<file path="src/rtl/sym_err_counter_if.sv">
// Symbol error counter control/data bundle; carries bit_errs only when ERR_BIT_COUNT_EN is defined.
interface sym_err_counter_if #(
    parameter int unsigned CNT_W = 21
);
    logic             sym_en;
    logic [1:0]       ref_sym;
    logic [1:0]       rx_sym;
    logic [4:0]       delay;
    logic             start;
    logic             busy;
    logic             done;
    logic [CNT_W-1:0] sym_errs;
`ifdef ERR_BIT_COUNT_EN
    logic [CNT_W-1:0] bit_errs;

    modport master (
        output sym_en, ref_sym, rx_sym, delay, start,
        input  busy, done, sym_errs, bit_errs
    );
    modport slave (
        input  sym_en, ref_sym, rx_sym, delay, start,
        output busy, done, sym_errs, bit_errs
    );
`else
    modport master (
        output sym_en, ref_sym, rx_sym, delay, start,
        input  busy, done, sym_errs
    );
    modport slave (
        input  sym_en, ref_sym, rx_sym, delay, start,
        output busy, done, sym_errs
    );
`endif
endinterface

</file>
<file path="src/rtl/sym_err_counter.sv">
// Symbol error counter: aligns LFSR reference to received symbols and counts mismatches per window.
// Optional Gray-coded bit error counting is enabled by defining ERR_BIT_COUNT_EN.
module sym_err_counter #(
    parameter int unsigned WINDOW_LOG2 = 20,
    parameter int unsigned MAX_DELAY   = 31,
    parameter int unsigned CNT_W       = 21
) (
    input logic              clk,
    input logic              reset,
    sym_err_counter_if.slave bus
);

    typedef enum logic [1:0] {IDLE, FILL, ACCUM, DONE} state_t;

    state_t                 state_q, state_d;
    logic [4:0]             dly_q, dly_d;
    logic [4:0]             fill_q, fill_d;
    logic [WINDOW_LOG2-1:0] win_q, win_d;
    logic [CNT_W-1:0]       sym_cnt_q, sym_cnt_d;
    logic [CNT_W-1:0]       sym_errs_q, sym_errs_d;
    logic [1:0]             dl_q [MAX_DELAY];
    logic [1:0]             aref;
    logic [1:0]             diff;
`ifdef ERR_BIT_COUNT_EN
    logic [CNT_W-1:0]       bit_cnt_q, bit_cnt_d;
    logic [CNT_W-1:0]       bit_errs_q, bit_errs_d;
`endif

    function automatic logic [CNT_W-1:0] sat_add(input logic [CNT_W-1:0] a, input logic [1:0] b);
        logic [CNT_W:0] s;
        s = {1'b0, a} + {{(CNT_W-1){1'b0}}, b};
        return s[CNT_W] ? '1 : s[CNT_W-1:0];
    endfunction

    // Entry 0 holds the previous strobe's reference, so delay d reads entry d-1.
    always_ff @(posedge clk) begin
        if (reset) begin
            for (int unsigned i = 0; i < MAX_DELAY; i++) dl_q[i] <= '0;
        end else if (bus.sym_en) begin
            dl_q[0] <= bus.ref_sym;
            for (int unsigned i = 1; i < MAX_DELAY; i++) dl_q[i] <= dl_q[i-1];
        end
    end

    always_comb begin
        aref = bus.ref_sym;
        if (dly_q != 5'd0) aref = dl_q[dly_q - 5'd1];
        diff = bus.rx_sym ^ aref;
    end

    always_ff @(posedge clk) begin
        if (reset) begin
            state_q    <= IDLE;
            dly_q      <= '0;
            fill_q     <= '0;
            win_q      <= '0;
            sym_cnt_q  <= '0;
            sym_errs_q <= '0;
`ifdef ERR_BIT_COUNT_EN
            bit_cnt_q  <= '0;
            bit_errs_q <= '0;
`endif
        end else begin
            state_q    <= state_d;
            dly_q      <= dly_d;
            fill_q     <= fill_d;
            win_q      <= win_d;
            sym_cnt_q  <= sym_cnt_d;
            sym_errs_q <= sym_errs_d;
`ifdef ERR_BIT_COUNT_EN
            bit_cnt_q  <= bit_cnt_d;
            bit_errs_q <= bit_errs_d;
`endif
        end
    end

    always_comb begin
        state_d    = state_q;
        dly_d      = dly_q;
        fill_d     = fill_q;
        win_d      = win_q;
        sym_cnt_d  = sym_cnt_q;
        sym_errs_d = sym_errs_q;
`ifdef ERR_BIT_COUNT_EN
        bit_cnt_d  = bit_cnt_q;
        bit_errs_d = bit_errs_q;
`endif
        case (state_q)
            IDLE: begin
                if (bus.start) begin
                    dly_d     = bus.delay;
                    fill_d    = '0;
                    win_d     = '0;
                    sym_cnt_d = '0;
`ifdef ERR_BIT_COUNT_EN
                    bit_cnt_d = '0;
`endif
                    state_d   = FILL;
                end
            end
            FILL: begin
                if (dly_q == 5'd0) begin
                    state_d = ACCUM;
                end else if (bus.sym_en) begin
                    if (fill_q == dly_q - 5'd1) state_d = ACCUM;
                    else                        fill_d  = fill_q + 5'd1;
                end
            end
            ACCUM: begin
                if (bus.sym_en) begin
                    sym_cnt_d = sat_add(sym_cnt_q, {1'b0, |diff});
`ifdef ERR_BIT_COUNT_EN
                    bit_cnt_d = sat_add(bit_cnt_q, {1'b0, diff[0]} + {1'b0, diff[1]});
`endif
                    win_d = win_q + WINDOW_LOG2'(1);
                    if (win_q == '1) state_d = DONE;
                end
            end
            DONE: begin
                sym_errs_d = sym_cnt_q;
`ifdef ERR_BIT_COUNT_EN
                bit_errs_d = bit_cnt_q;
`endif
                state_d    = IDLE;
            end
            default: state_d = IDLE;
        endcase
    end

    assign bus.busy     = (state_q != IDLE);
    assign bus.done     = (state_q == DONE);
    assign bus.sym_errs = sym_errs_q;
`ifdef ERR_BIT_COUNT_EN
    assign bus.bit_errs = bit_errs_q;
`endif

endmodule
</file>
<file path="src/flat_wrapper.sv">
// flat-port wrapper written by rule: the top's interface ports become plain ports
module sym_err_counter_flat 
#(
    parameter int unsigned WINDOW_LOG2 = 20,
    parameter int unsigned MAX_DELAY   = 31,
    parameter int unsigned CNT_W       = 21
)
  (clk, reset, bus_sym_en, bus_ref_sym, bus_rx_sym, bus_delay, bus_start, bus_busy, bus_done, bus_sym_errs);
  sym_err_counter_if #(.CNT_W(CNT_W)) bus_i ();
  input logic clk;
  input logic reset;
  input wire logic [$bits(bus_i.sym_en)-1:0] bus_sym_en;
  input wire logic [$bits(bus_i.ref_sym)-1:0] bus_ref_sym;
  input wire logic [$bits(bus_i.rx_sym)-1:0] bus_rx_sym;
  input wire logic [$bits(bus_i.delay)-1:0] bus_delay;
  input wire logic [$bits(bus_i.start)-1:0] bus_start;
  output wire logic [$bits(bus_i.busy)-1:0] bus_busy;
  output wire logic [$bits(bus_i.done)-1:0] bus_done;
  output wire logic [$bits(bus_i.sym_errs)-1:0] bus_sym_errs;
  assign bus_i.sym_en = bus_sym_en;
  assign bus_i.ref_sym = bus_ref_sym;
  assign bus_i.rx_sym = bus_rx_sym;
  assign bus_i.delay = bus_delay;
  assign bus_i.start = bus_start;
  assign bus_busy = bus_i.busy;
  assign bus_done = bus_i.done;
  assign bus_sym_errs = bus_i.sym_errs;
  sym_err_counter #(.WINDOW_LOG2(WINDOW_LOG2), .MAX_DELAY(MAX_DELAY), .CNT_W(CNT_W)) u_core (.clk(clk), .reset(reset), .bus(bus_i));
endmodule
</file>
<file path="config.mk">
export PLATFORM = sky130hd
export DESIGN_NAME = sym_err_counter_flat
export DESIGN_NICKNAME = d
export VERILOG_FILES = /design/src/rtl/sym_err_counter_if.sv /design/src/rtl/sym_err_counter.sv /design/src/flat_wrapper.sv
export SDC_FILE = /design/constraint.sdc
export NUM_CORES = 1
export LEC_CHECK = 0
export ABC_AREA = 1
export BUFFER_PORTS_ARGS = -buffer_cell sky130_fd_sc_hd__buf_2
export CAP_MARGIN = 20
export CORE_MARGIN = 1.5
export CORE_UTILIZATION = 55
export CTS_CLUSTER_SIZE = 25
export DETAILED_ROUTE_END_ITERATION = 8
export PLACE_DENSITY_LB_ADDON = 0.12
export RECOVER_POWER = 50
export SLEW_MARGIN = 20
export SYNTH_ARGS = -nofsm -noshare
export SYNTH_HDL_FRONTEND = slang
export SYNTH_SLANG_ARGS = --single-unit
</file>
<file path="constraint.sdc">
create_clock -name clk -period 3.4 [get_ports clk]
set_input_delay 0.51 -clock clk [delete_from_list [all_inputs] [get_ports clk]]
set_output_delay 0.51 -clock clk [all_outputs]
set_load 0.05 [all_outputs]
</file>
==> reports/summary.txt <==
input/output buffers -> 35
ranking of synthesized cells by area -> edfxtp_1 (27%), dfxtp_1 (22%), nand2_1 (9.5%), inv_1 (6.8%), nor2_1 (6.5%)
Pre-antenna DRT Iters -> 5
reg2reg end -> u_core.sym_cnt_q[12]
Die Y -> 115 microns
layout cell share with drive strength beyond 1 -> 9.65%
Slew @ Worst Pin -> 1.61 ns
Clock transition at path regs -> 0.05 ns
Layout area overhead -> 12.4%
Clock Path Buffers -> 2
first-pass GRT wire length -> 26200 microns
startpoint types -> register
Peak VDD IR -> 0.000362 V
final hold violations -> 0
pin count of the biggest net entering global routing -> 54
Post-CTS Setup Inserts -> 0
I/O pin total -> 36
min Tclk post-route -> 3.11 ns
CP Data Arrival Time -> 3.46 ns
PD cells -> 662 nW/um^2
Root Driver -> clkbuf_16
drt wl/cell -> 14.1 microns
Fmax -> 322 MHz
sequential share of the synthesized area -> 48.7%
# setup viols final -> 0
Max transition margin -> -7.61%
Util after Layout -> 63.7%
Synth Instances -> 896
Mapped Area -> 6870 sq um
final worst setup slack -> 0.290 ns
Leak -> 3.21 nW
Hold Path Class -> input pin to register
Iteration-0 DRC Markers -> 531
Syn Area/Cell -> 7.66 sq um
final net count -> 953
Clock Skew -> 0.00465 ns
core box area -> 12100 sq um
antenna viol nets, final -> 0
Antenna Cells -> 0
FF-to-FF path depth -> 23
Hold Slack -> 0.395 ns
DIE AREA -> 13200 sq um
commonest non-fill, non-tap cells in the layout -> nand2_1 (173), inv_1 (125), nor2_1 (119), dfxtp_1 (74)
R2R setup slack -> 0.29 ns
largest area contributor in the netlist -> edfxtp_1
vias per std cell -> 5.27
DRC Markers -> 0
Sink Count -> 136
CTS HTree Levels -> 4
Place WS -> 0.168 ns
Synth top area share -> 27.1%
initial antenna violation count -> 0
Setup crit end -> u_core.sym_cnt_q[12]
CP Max Fanout -> 11
status -> complete, but fails checks
pins over their slew limit -> 37
Post-Layout Cell Count -> 1111
Setup crit end kind -> register
gr ovfl total -> 0
gr usage total -> 25.4%
fin crit share -> 91.5%
worst-skew pair later-pin latency -> 0.42 ns
number of global-route vias before repair -> 5691
commonest non-fill, non-tap cell in the layout -> nand2_1
RSZ-0062 raised after global routing -> no
Placed Instances -> 1080
Yosys warning count -> 0
total CTS buffers -> 17
CP Launch Point -> u_core.dly_q[1]
GPL Wtd Cong -> 0.886
Synth Register Bits -> 136
Die Wd -> 115 microns
Crit Path Class -> register to register
row cnt -> 40
initial core utilization -> 56.7%
worst path required time -> 3.75 ns
Sum Neg Setup Slack -> 0 ns
FF-to-FF Start -> u_core.dly_q[1]
failing checks -> max-capacitance violations, max-slew violations
Mapped Nets -> 918
WL final -> 15700 microns
post-synth cell types -> 43
# Max-Cap Violations -> 1
via count -> 5851
CTS tree -> done
HPWL Detailed -> 10800 microns
where the power goes:
part	switching (mW)	internal [mW]	total, mW
clock network	0.642	0.907	1.55
registers	0.0836	1.85	1.93
logic	1.16	0.474	1.63
synthesized netlist by cell type (all sizes together):
cell type and number:
a31oi 2, a21oi 74, a211oi 2, nor3 6, buf 12, xor2 10, o21a 1, o21ai 67
nand4 16, nor2 130, o21ba 1, nor3b 1, nand2 177, clkbuf 21, ha 9, clkinv 4
nand3 78, inv 138, or2 3, edfxtp 62, o31ai 3, dfxtp 74, a21o 2, o211ai 1
nand3b 2
cell families (layout without fill, tap and decap cells):
family | Yosys count | after routing | synth area share, %
flip-flops | 136 | 136 | 48.7
adder cells (fa/ha/maj) | 9 | 9 | 1.64
AND/OR/NAND/NOR | 413 | 413 | 26.7
XOR/XNOR | 10 | 10 | 1.28
buffers and inverters | 175 | 222 | 10.0
AO/OA/AOI/OAI | 153 | 153 | 11.7
registers in the layout, summed over array words and instances (netlist names):
register             cells
u_core.bus.sym_errs     21
u_core.sym_cnt_q        21
u_core.dl_q             62
u_core.state_q           2
u_core.fill_q            5
u_core.win_q            20
u_core.dly_q             5
timing repair:
item                       in CTS  in global routing
hold buffers                    0                  0
setup endpoints to repair       0                 18
gates resized for setup         0                 16
final cells by class:
cell class              count  area [sq um]
inverters                 142           536
clock buffers              23           448
multi-input cells         585          2890
well taps                 168           210
fillers                  1087          4390
repair buffers             49           259
clock inverters             8          32.5
flip-flops and latches    136          3340
through the flow:
stage	power [mW]	instance area [sq um]
floorplan	3.15	6870
global placement	3.50	7210
detailed placement	3.53	7210
CTS	5.08	7690
global route	5.40	7720
finish	5.11	7720
layer usage:
| metal | vias up | wire (microns) | track usage [%] | part of all wire [%] |
|---|---|---|---|---|
| li1 | 2970 | - | - | - |
| met1 | 2689 | 6860 | 31.8 | 44 |
| met2 | 160 | 7730 | 42.9 | 49 |
| met3 | 32 | 755 | 5.01 | 4.8 |
| met4 | 0 | 370 | 11.5 | 2.4 |
| met5 | - | 0 | 0 | 0 |
worst min path at each step:
stage / startpoint / end / cells past startpoint
global route: bus_delay[0] / u_core.dly_q[0] / 3
finish: bus_delay[0] / u_core.dly_q[0] / 3
CTS: bus_delay[0] / u_core.dly_q[0] / 3
detailed placement: u_core.win_q[12] / u_core.win_q[12] / 2
global placement: u_core.win_q[12] / u_core.win_q[12] / 2
floorplan: u_core.win_q[12] / u_core.win_q[12] / 2
critical path, stage by stage, from the launching register on:
cell      delay, ns
dfxtp_1        0.33
inv_1          0.09
ha_4           0.27
buf_6          0.15
or2_2          0.29
nand3_1        0.08
nand3_1        0.07
nand2_1        0.08
nand2_1        0.06
nand4_1        0.09
nand2_1        0.07
nand2_1        0.11
ha_4           0.16
ha_4           0.14
nand3_2        0.12
nor2_4         0.17
nand3b_4       0.11
inv_2          0.07
nand2_1        0.09
nand2_1        0.09
clkinv_1       0.07
o21ai_2        0.12
nand2_1        0.07
a21oi_2        0.13
Power figures use the tool's default switching activity.
